### src/rtl/lrc8_accumulator_pkg.sv
// -----------------------------------------------------------------------------
// lrc8_accumulator_pkg
// Shared definitions for the byte-serial LRC accumulator:
//   - FSM state encoding (IDLE/ACCUM/DRAIN/HOLD)
//   - default frame length limit and byte counter width
// No ports; imported by the accumulator top.
// -----------------------------------------------------------------------------
package lrc8_accumulator_pkg;

  typedef enum logic [1:0] {
    ST_IDLE  = 2'b00,  // no bytes folded yet in this frame
    ST_ACCUM = 2'b01,  // folding bytes into the accumulator
    ST_DRAIN = 2'b10,  // frame overlength: swallow bytes until IN_LAST
    ST_HOLD  = 2'b11   // result presented, waiting for downstream
  } lrc_state_e;

  localparam int LRC_MAX_LEN_DEF = 16;
  localparam int LRC_CNT_W_DEF   = 5;

endpackage

### src/rtl/lrc8_accumulator_xor8.sv
// -----------------------------------------------------------------------------
// lrc8_accumulator_xor8
// 8-bit bitwise XOR gate used as the accumulate datapath.
// Ports:
//   a [7:0] in  - first operand (running accumulator)
//   b [7:0] in  - second operand (incoming byte)
//   y [7:0] out - a ^ b
// -----------------------------------------------------------------------------
module lrc8_accumulator_xor8 (
  input  logic [7:0] a,
  input  logic [7:0] b,
  output logic [7:0] y
);

  assign y = a ^ b;

endmodule

### src/rtl/lrc8_accumulator.sv
// -----------------------------------------------------------------------------
// lrc8_accumulator
// Byte-serial longitudinal redundancy check (running XOR) engine. Bytes arrive
// over a valid/ready handshake and are folded into an 8-bit accumulator; the
// frame checksum, byte count and overlength flag are presented on a
// valid/ready result port.
// Ports:
//   clk        in            rising-edge clock
//   rst_n      in            asynchronous active-low reset
//   in_valid   in            upstream byte valid
//   in_ready   out           block can accept a byte (low only in HOLD)
//   in_data    in  [7:0]     frame byte
//   in_last    in            final byte of the frame (qualified by in_valid)
//   out_valid  out           result valid
//   out_ready  in            downstream accepts the result
//   out_lrc    out [7:0]     XOR of all in-frame bytes that were folded
//   out_len    out [CNT_W]   number of bytes folded into out_lrc
//   out_err    out           frame exceeded MAX_LEN
// -----------------------------------------------------------------------------
module lrc8_accumulator
  import lrc8_accumulator_pkg::*;
#(
  parameter int MAX_LEN = LRC_MAX_LEN_DEF,
  parameter int CNT_W   = LRC_CNT_W_DEF
) (
  input  logic             clk,
  input  logic             rst_n,
  input  logic             in_valid,
  output logic             in_ready,
  input  logic [7:0]       in_data,
  input  logic             in_last,
  output logic             out_valid,
  input  logic             out_ready,
  output logic [7:0]       out_lrc,
  output logic [CNT_W-1:0] out_len,
  output logic             out_err
);

  lrc_state_e       state_r;
  logic [7:0]       acc_r;
  logic [CNT_W-1:0] cnt_r;
  logic [7:0]       acc_next_s;
  logic [CNT_W-1:0] cnt_next_s;
  logic             in_ready_r;
  logic             out_valid_r;
  logic [7:0]       out_lrc_r;
  logic [CNT_W-1:0] out_len_r;
  logic             out_err_r;

  // Accumulate datapath: fold the incoming byte into the running XOR.
  lrc8_accumulator_xor8 u_xor8 (
    .a (acc_r),
    .b (in_data),
    .y (acc_next_s)
  );

  assign cnt_next_s = cnt_r + CNT_W'(1);

  assign in_ready  = in_ready_r;
  assign out_valid = out_valid_r;
  assign out_lrc   = out_lrc_r;
  assign out_len   = out_len_r;
  assign out_err   = out_err_r;

  // Frame FSM with accumulator, byte counter and registered result port.
  // in_ready_r is kept as a register that mirrors "state != HOLD" so the
  // handshake output never comes from a decode of the state vector.
  always_ff @(posedge clk or negedge rst_n) begin
    if (!rst_n) begin
      state_r     <= ST_IDLE;
      acc_r       <= 8'h00;
      cnt_r       <= '0;
      in_ready_r  <= 1'b1;
      out_valid_r <= 1'b0;
      out_lrc_r   <= 8'h00;
      out_len_r   <= '0;
      out_err_r   <= 1'b0;
    end else begin
      case (state_r)
        ST_IDLE, ST_ACCUM: begin
          // in_ready is high here, so in_valid alone marks a transfer
          if (in_valid) begin
            acc_r <= acc_next_s;
            cnt_r <= cnt_next_s;
            // IN_LAST wins over the length limit: a MAX_LEN-th byte that is
            // also last closes the frame cleanly without an error
            if (in_last) begin
              state_r     <= ST_HOLD;
              in_ready_r  <= 1'b0;
              out_valid_r <= 1'b1;
              out_lrc_r   <= acc_next_s;
              out_len_r   <= cnt_next_s;
              out_err_r   <= 1'b0;
            end else if (cnt_next_s == CNT_W'(MAX_LEN)) begin
              state_r <= ST_DRAIN;
            end else begin
              state_r <= ST_ACCUM;
            end
          end else begin
            state_r <= state_r;
          end
        end
        ST_DRAIN: begin
          // accumulator and counter stay frozen; bytes are swallowed
          if (in_valid && in_last) begin
            state_r     <= ST_HOLD;
            in_ready_r  <= 1'b0;
            out_valid_r <= 1'b1;
            out_lrc_r   <= acc_r;
            out_len_r   <= cnt_r;
            out_err_r   <= 1'b1;
          end else begin
            state_r <= ST_DRAIN;
          end
        end
        ST_HOLD: begin
          // result registers keep their values until the next HOLD entry
          if (out_ready) begin
            state_r     <= ST_IDLE;
            acc_r       <= 8'h00;
            cnt_r       <= '0;
            in_ready_r  <= 1'b1;
            out_valid_r <= 1'b0;
          end else begin
            state_r <= ST_HOLD;
          end
        end
        default: begin
          state_r     <= ST_IDLE;
          acc_r       <= 8'h00;
          cnt_r       <= '0;
          in_ready_r  <= 1'b1;
          out_valid_r <= 1'b0;
        end
      endcase
    end
  end

endmodule

### config.mk
export PLATFORM = sky130hd
export DESIGN_NAME = lrc8_accumulator
export DESIGN_NICKNAME = d
export VERILOG_FILES = /design/src/rtl/lrc8_accumulator_pkg.sv /design/src/rtl/lrc8_accumulator_xor8.sv /design/src/rtl/lrc8_accumulator.sv
export SDC_FILE = /design/constraint.sdc
export NUM_CORES = 1
export LEC_CHECK = 0
export ABC_AREA = 1
export BUFFER_PORTS_ARGS = -buffer_cell sky130_fd_sc_hd__clkbuf_2
export CELL_PAD_IN_SITES_DETAIL_PLACEMENT = 1
export CELL_PAD_IN_SITES_GLOBAL_PLACEMENT = 1
export CORE_ASPECT_RATIO = 1.1
export CORE_UTILIZATION = 40
export DETAILED_ROUTE_END_ITERATION = 7
export HOLD_SLACK_MARGIN = 0.06
export PLACE_DENSITY = 0.74
export SYNTH_ARGS = -nofsm -noshare
export SYNTH_HDL_FRONTEND = slang
export SYNTH_SLANG_ARGS = --single-unit
### constraint.sdc
create_clock -name clk -period 1.58 [get_ports clk]
set_input_delay 0.158 -clock clk [delete_from_list [all_inputs] [get_ports clk]]
set_output_delay 0.158 -clock clk [all_outputs]
set_load 0.02 [all_outputs]
Word level (Yosys, flattened, before mapping) --
Index checks and enable logic that the tools add are counted.
Operators by class: reductions and logical operators 8, eq/ne operators 8, add/sub/neg operators 1, bitwise operators 1, mux-type cells 31
Operator list (count):
- $mux 8 | 5
- $pmux 8 s2 | 2
- $mux 5 | 5
- $pmux 5 s2 | 2
- $mux 1 | 9
- $mux 2 | 4
- $ne 2x2->1 const B | 4
- $reduce_and 4->1 | 2
- $xor 8x8->8 | 1
- $pmux 1 s3 | 2
- $pmux 2 s3 | 1
- $add 5x1->5 const B | 1
- $eq 5x5->1 const B | 1
- $eq 2x2->1 const B | 2
- $reduce_bool 2->1 | 2
- $reduce_and 3->1 | 1
- $eq 2x1->1 const B | 1
- $logic_not 2->1 | 1
- $pmux 1 s2 | 1
- $reduce_or 2->1 | 1
- $logic_and 1x1->1 | 1
Storage, ports and cells: word-level logic and storage cells 57, input bits 13, flip-flop bits (word level) 31, output and inout port bits 16

Depth between registers and ports, before layout --
depth after elaboration 6, mapped depth 8, depth with buffers taken out 8

Cells and area by module --
From an unflattened synthesis, not the netlist that was laid out.
Second synthesis, totals: cell total of the unflattened synthesis 206, area total of the unflattened synthesis 1606.5 um2
By module, submodules not included:
- lrc8_accumulator | instances 1, area each 1456.4 um2, cells each 166
- lrc8_accumulator_xor8 | instances 1, area each 150.1 um2, cells each 40

Worst setup path after synthesis --
No wires, ideal clock.
path kind register to register, start register state_r[0], end register out_len_r[2], in the netlist out_len[2], arrival 1151 ps, clock period less this slack 1270 ps, library setup time 119 ps, slack 310 ps, buffers on the path 1, cell stages (with the launch flop) 9, cells stage by stage dfrtp_1 -> nand2_2 -> inv_2 -> nor2_4 -> inv_4 -> buf_6 -> a21oi_2 -> o21ai_1 -> o21a_1
On the way: longest elaborated chain between the ends 4, elaborated cells on any way between the ends 10, those cells by class 5 x eq/ne; 1 x mux; 4 x reduce/logical
Ends and longest elaborated chain:
- start: declaration | line lrc8_accumulator.sv:39 | lrc_state_e state_r;
- start signal: assignment | line lrc8_accumulator.sv:100 | state_r <= state_r;
- $eq 2x1->1 / $logic_not 2->1 (equally long branches) | line lrc8_accumulator.sv:79 | case (state_r)
- $reduce_or 2->1 | line lrc8_accumulator.sv:79
- $ne 2x2->1 (no line) / $reduce_bool 2->1 (equally long branches)
- $reduce_and 4->1 (no line)
- end signal: assignment | line lrc8_accumulator.sv:92 | out_len_r <= cnt_next_s;
- end signal: assignment | line lrc8_accumulator.sv:110 | out_len_r <= cnt_r;
- end: declaration | line lrc8_accumulator.sv:47 | logic [CNT_W-1:0] out_len_r;
Several ways; a longest one is shown, not always the timed one. A chain may end at the register's enable or synchronous reset.

Worst setup path in the final report --
start register state_r[1], end register acc_r[7]
On the way: longest elaborated chain between the ends 4, elaborated cells on any way between the ends 9, those cells by class 4 x eq/ne; 1 x mux; 4 x reduce/logical
Ends and longest elaborated chain:
- $eq 2x1->1 / $logic_not 2->1 (equally long branches) | line lrc8_accumulator.sv:79
- $reduce_or 2->1 | line lrc8_accumulator.sv:79
- $ne 2x2->1 (no line) / $reduce_bool 2->1 (equally long branches)
- $reduce_and 3->1 (no line)
- end signal: assignment | line lrc8_accumulator.sv:83 | acc_r <= acc_next_s;
- end: declaration | line lrc8_accumulator.sv:40 | logic [7:0] acc_r;
Several ways; a longest one is shown, not always the timed one.

==> run metrics <==
status complete, no violations; DR WL/cell 14.7 um; number of gates resized after CTS 0; final setup vio count 0; final hold slack 0.180 ns; commonest cells in the netlist 30 x dfrtp_1, 26 x nand2_1, 17 x o21ai_1; min Tclk post-route 1.45 ns; initial antenna violation count 0; final worst path period share 0.920; Post-synth EDFFs 0; hpwl dp 2.69 mm; largest net degree at the start of global routing 18; routability cong. 0.833; CP endpoint kind register; number of global-route vias before repair 1,340; vias per cell 5.22; global routing usage on met2 0.341; xor/xnor share of the synthesized area 0.0582; worst skew pair latency 0.28 ns; drt initial violations 31; largest family of logic cells by synthesized area compound AO/OA/AOI/OAI gates; Total GRT Usage 0.210; first-pass GRT wire length 6.13 mm; initial core utilization 0.415; CTS tree built; Worst Tran Pin Value 0.436 ns; clock skew 0.00313 ns; Worst Path Arrival 1.61 ns; routed via count 1,278; Synth Flop Type dfrtp_1; RSZ-0062 raised after global routing no; Syn-to-layout area delta 20.9%; Post-Synth Adder-Cell Area 0.00832; Hold Vio Cnt, Final 0; setup_tns 0 ns; Routed WL 3.61 mm; Syn Inst Count 159; root buf cell clkbuf_8; Mapped Area 1500 um^2; async set or reset register ratio after synthesis 1.00; fin nets 208; Chip Width 60.5 um; required time worst endpoint 1.74 ns; M1 GR Usage 0.262; Yosys cell types 26; maximum clock path buffer count 2; worst-path fanout max 7; worst min-delay path class input port to register; f_max 0.688 GHz; count leader, synth dfrtp_1; die area 4010 um^2; I/O Buffers 28; H-tree lvl count 2; Detailed Routing Iterations Pass 1 4; area of the core 3630 um^2; warnings from Yosys 0; clock slew seen by the registers of the worst setup and hold paths 0.07 ns; FF+latch count, synth 31; grt peak-use layer met2; sequential element share of the synthesized area 0.517; critical path class register to register; Post-CTS Setup Repair Bufs 0; Leakage 0.832 nW; Max VDD drop 0.000868 V; ratio of cells with drive above 1 in the final layout 0.287; # IOs 29; startpoint class of the critical path register; mux cell area share after synthesis 0; PD cells 2100 nW/um^2; GR met3 Demand/Resource 0.0607; Pins Over Slew Limit 0; ANT cells 0; Antenna Nets Post-Route 0; clk sink count 31; gr ovfl total 0; total CTS buffers 5; Yosys top cell by area dfrtp_1; Area contributors post-synth dfrtp_1 50%, nand2_1 6.5%, o21ai_1 5.7%; die height 66.3 um; top-area cell type share of the netlist area 0.499; Synth Area in Compound Gates 0.210; Simple-Gate Fraction of Synth Area 0.135; Post-Syn Area per Cell 9.46 um^2; Residual DRC 0; relative slew slack 0.709; Hold Buf Count CTS 1; Synthesized Nets 173; Max Cap Viol 0; Rows 23
==> layout by cell type (no fill, tap or decap), drive strengths merged, types with 2 or more instances in the layout <==
cell type | synthesis | final
clkbuf | 0 | 36
dfrtp | 30 | 30
o21ai | 28 | 28
nand2 | 27 | 27
inv | 12 | 12
a21oi | 12 | 12
o21a | 10 | 10
xnor2 | 9 | 9
nor2 | 9 | 9
nand3 | 6 | 6
buf | 7 | 6
nand4 | 2 | 2
a31oi | 2 | 2
==> cells by family (layout without fill, tap and decap cells) <==
family	after synthesis	count (layout)
flops	31	31
simple gates	44	44
buf+inv	20	56
fa+ha+maj	1	1
compound gates	53	53
xor+xnor	10	10
==> registers in the layout (all words and copies together) (netlist names) <==
register,flops
out_err,1
out_lrc,8
out_valid,1
acc_r,8
out_len,5
cnt_r,5
state_r,2
in_ready,1
==> layout make-up <==
| cell class | instances | area [um^2] |
|---|---|---|
| multi-input cells | 108 | 619 |
| fillers | 452 | 1810 |
| inverters | 13 | 51.3 |
| clock buffers | 8 | 100 |
| repair buffers | 35 | 208 |
| flip-flops and latches | 31 | 777 |
| well taps | 50 | 62.6 |
==> per-layer routing <==
metal  vias up  wire [um]
met2        31       1780
met3        11        136
li1        597          -
met1       639       1620
met4         0         80
met5         -          0
==> power by group <==
group          internal (mW)  total, mW  switching, mW
logic                  0.619       1.64           1.02
clock network          0.397      0.697          0.299
registers               1.17       1.49          0.318
total                   2.19       3.82           1.64
==> worst max-delay path, cell delays in order, from the launching register on <==
cell,delay (ns)
dfrtp_1,0.44
nor2_1,0.15
clkinv_1,0.13
o21ai_2,0.12
nor2_4,0.07
nand2_1,0.16
buf_4,0.18
o21ai_1,0.07
==> stage by stage <==
stage / total power [mW] / util / cell area (um^2) / cells / setup WS [ns]
after floorplan: 2.66 / - / 1500 / 159 / 0.310
after global routing: 4.13 / 0.501 / 1820 / 245 / 0.000193
final: 3.82 / 0.501 / 1820 / 245 / 0.127
after global placement: 3.07 / 0.471 / 1710 / 236 / 0.185
after detailed placement: 3.17 / 0.471 / 1710 / 236 / 0.134
after CTS: 3.87 / 0.501 / 1820 / 245 / 0.120
==> path summary, 6_finish.rpt <==
check                                            start  cells past startpoint  slack (ns)                endpoint
worst max-delay path            state_r[1]$_DFFE_PN0N_                      7        0.13    acc_r[7]$_DFFE_PN0P_
worst min register to register   out_valid$_DFFE_PN0P_                      2        0.48   out_valid$_DFFE_PN0P_
worst min-delay path                           in_last                      3        0.18  state_r[1]$_DFFE_PN0N_
min in group asynchronous                        rst_n                      2        0.35    cnt_r[4]$_DFFE_PN0P_
worst max register to register  state_r[1]$_DFFE_PN0N_                      7        0.13    acc_r[7]$_DFFE_PN0P_
max in group asynchronous                        rst_n                      3        0.79  out_len[3]$_DFFE_PN0P_
Power figures use the tool's default switching activity.
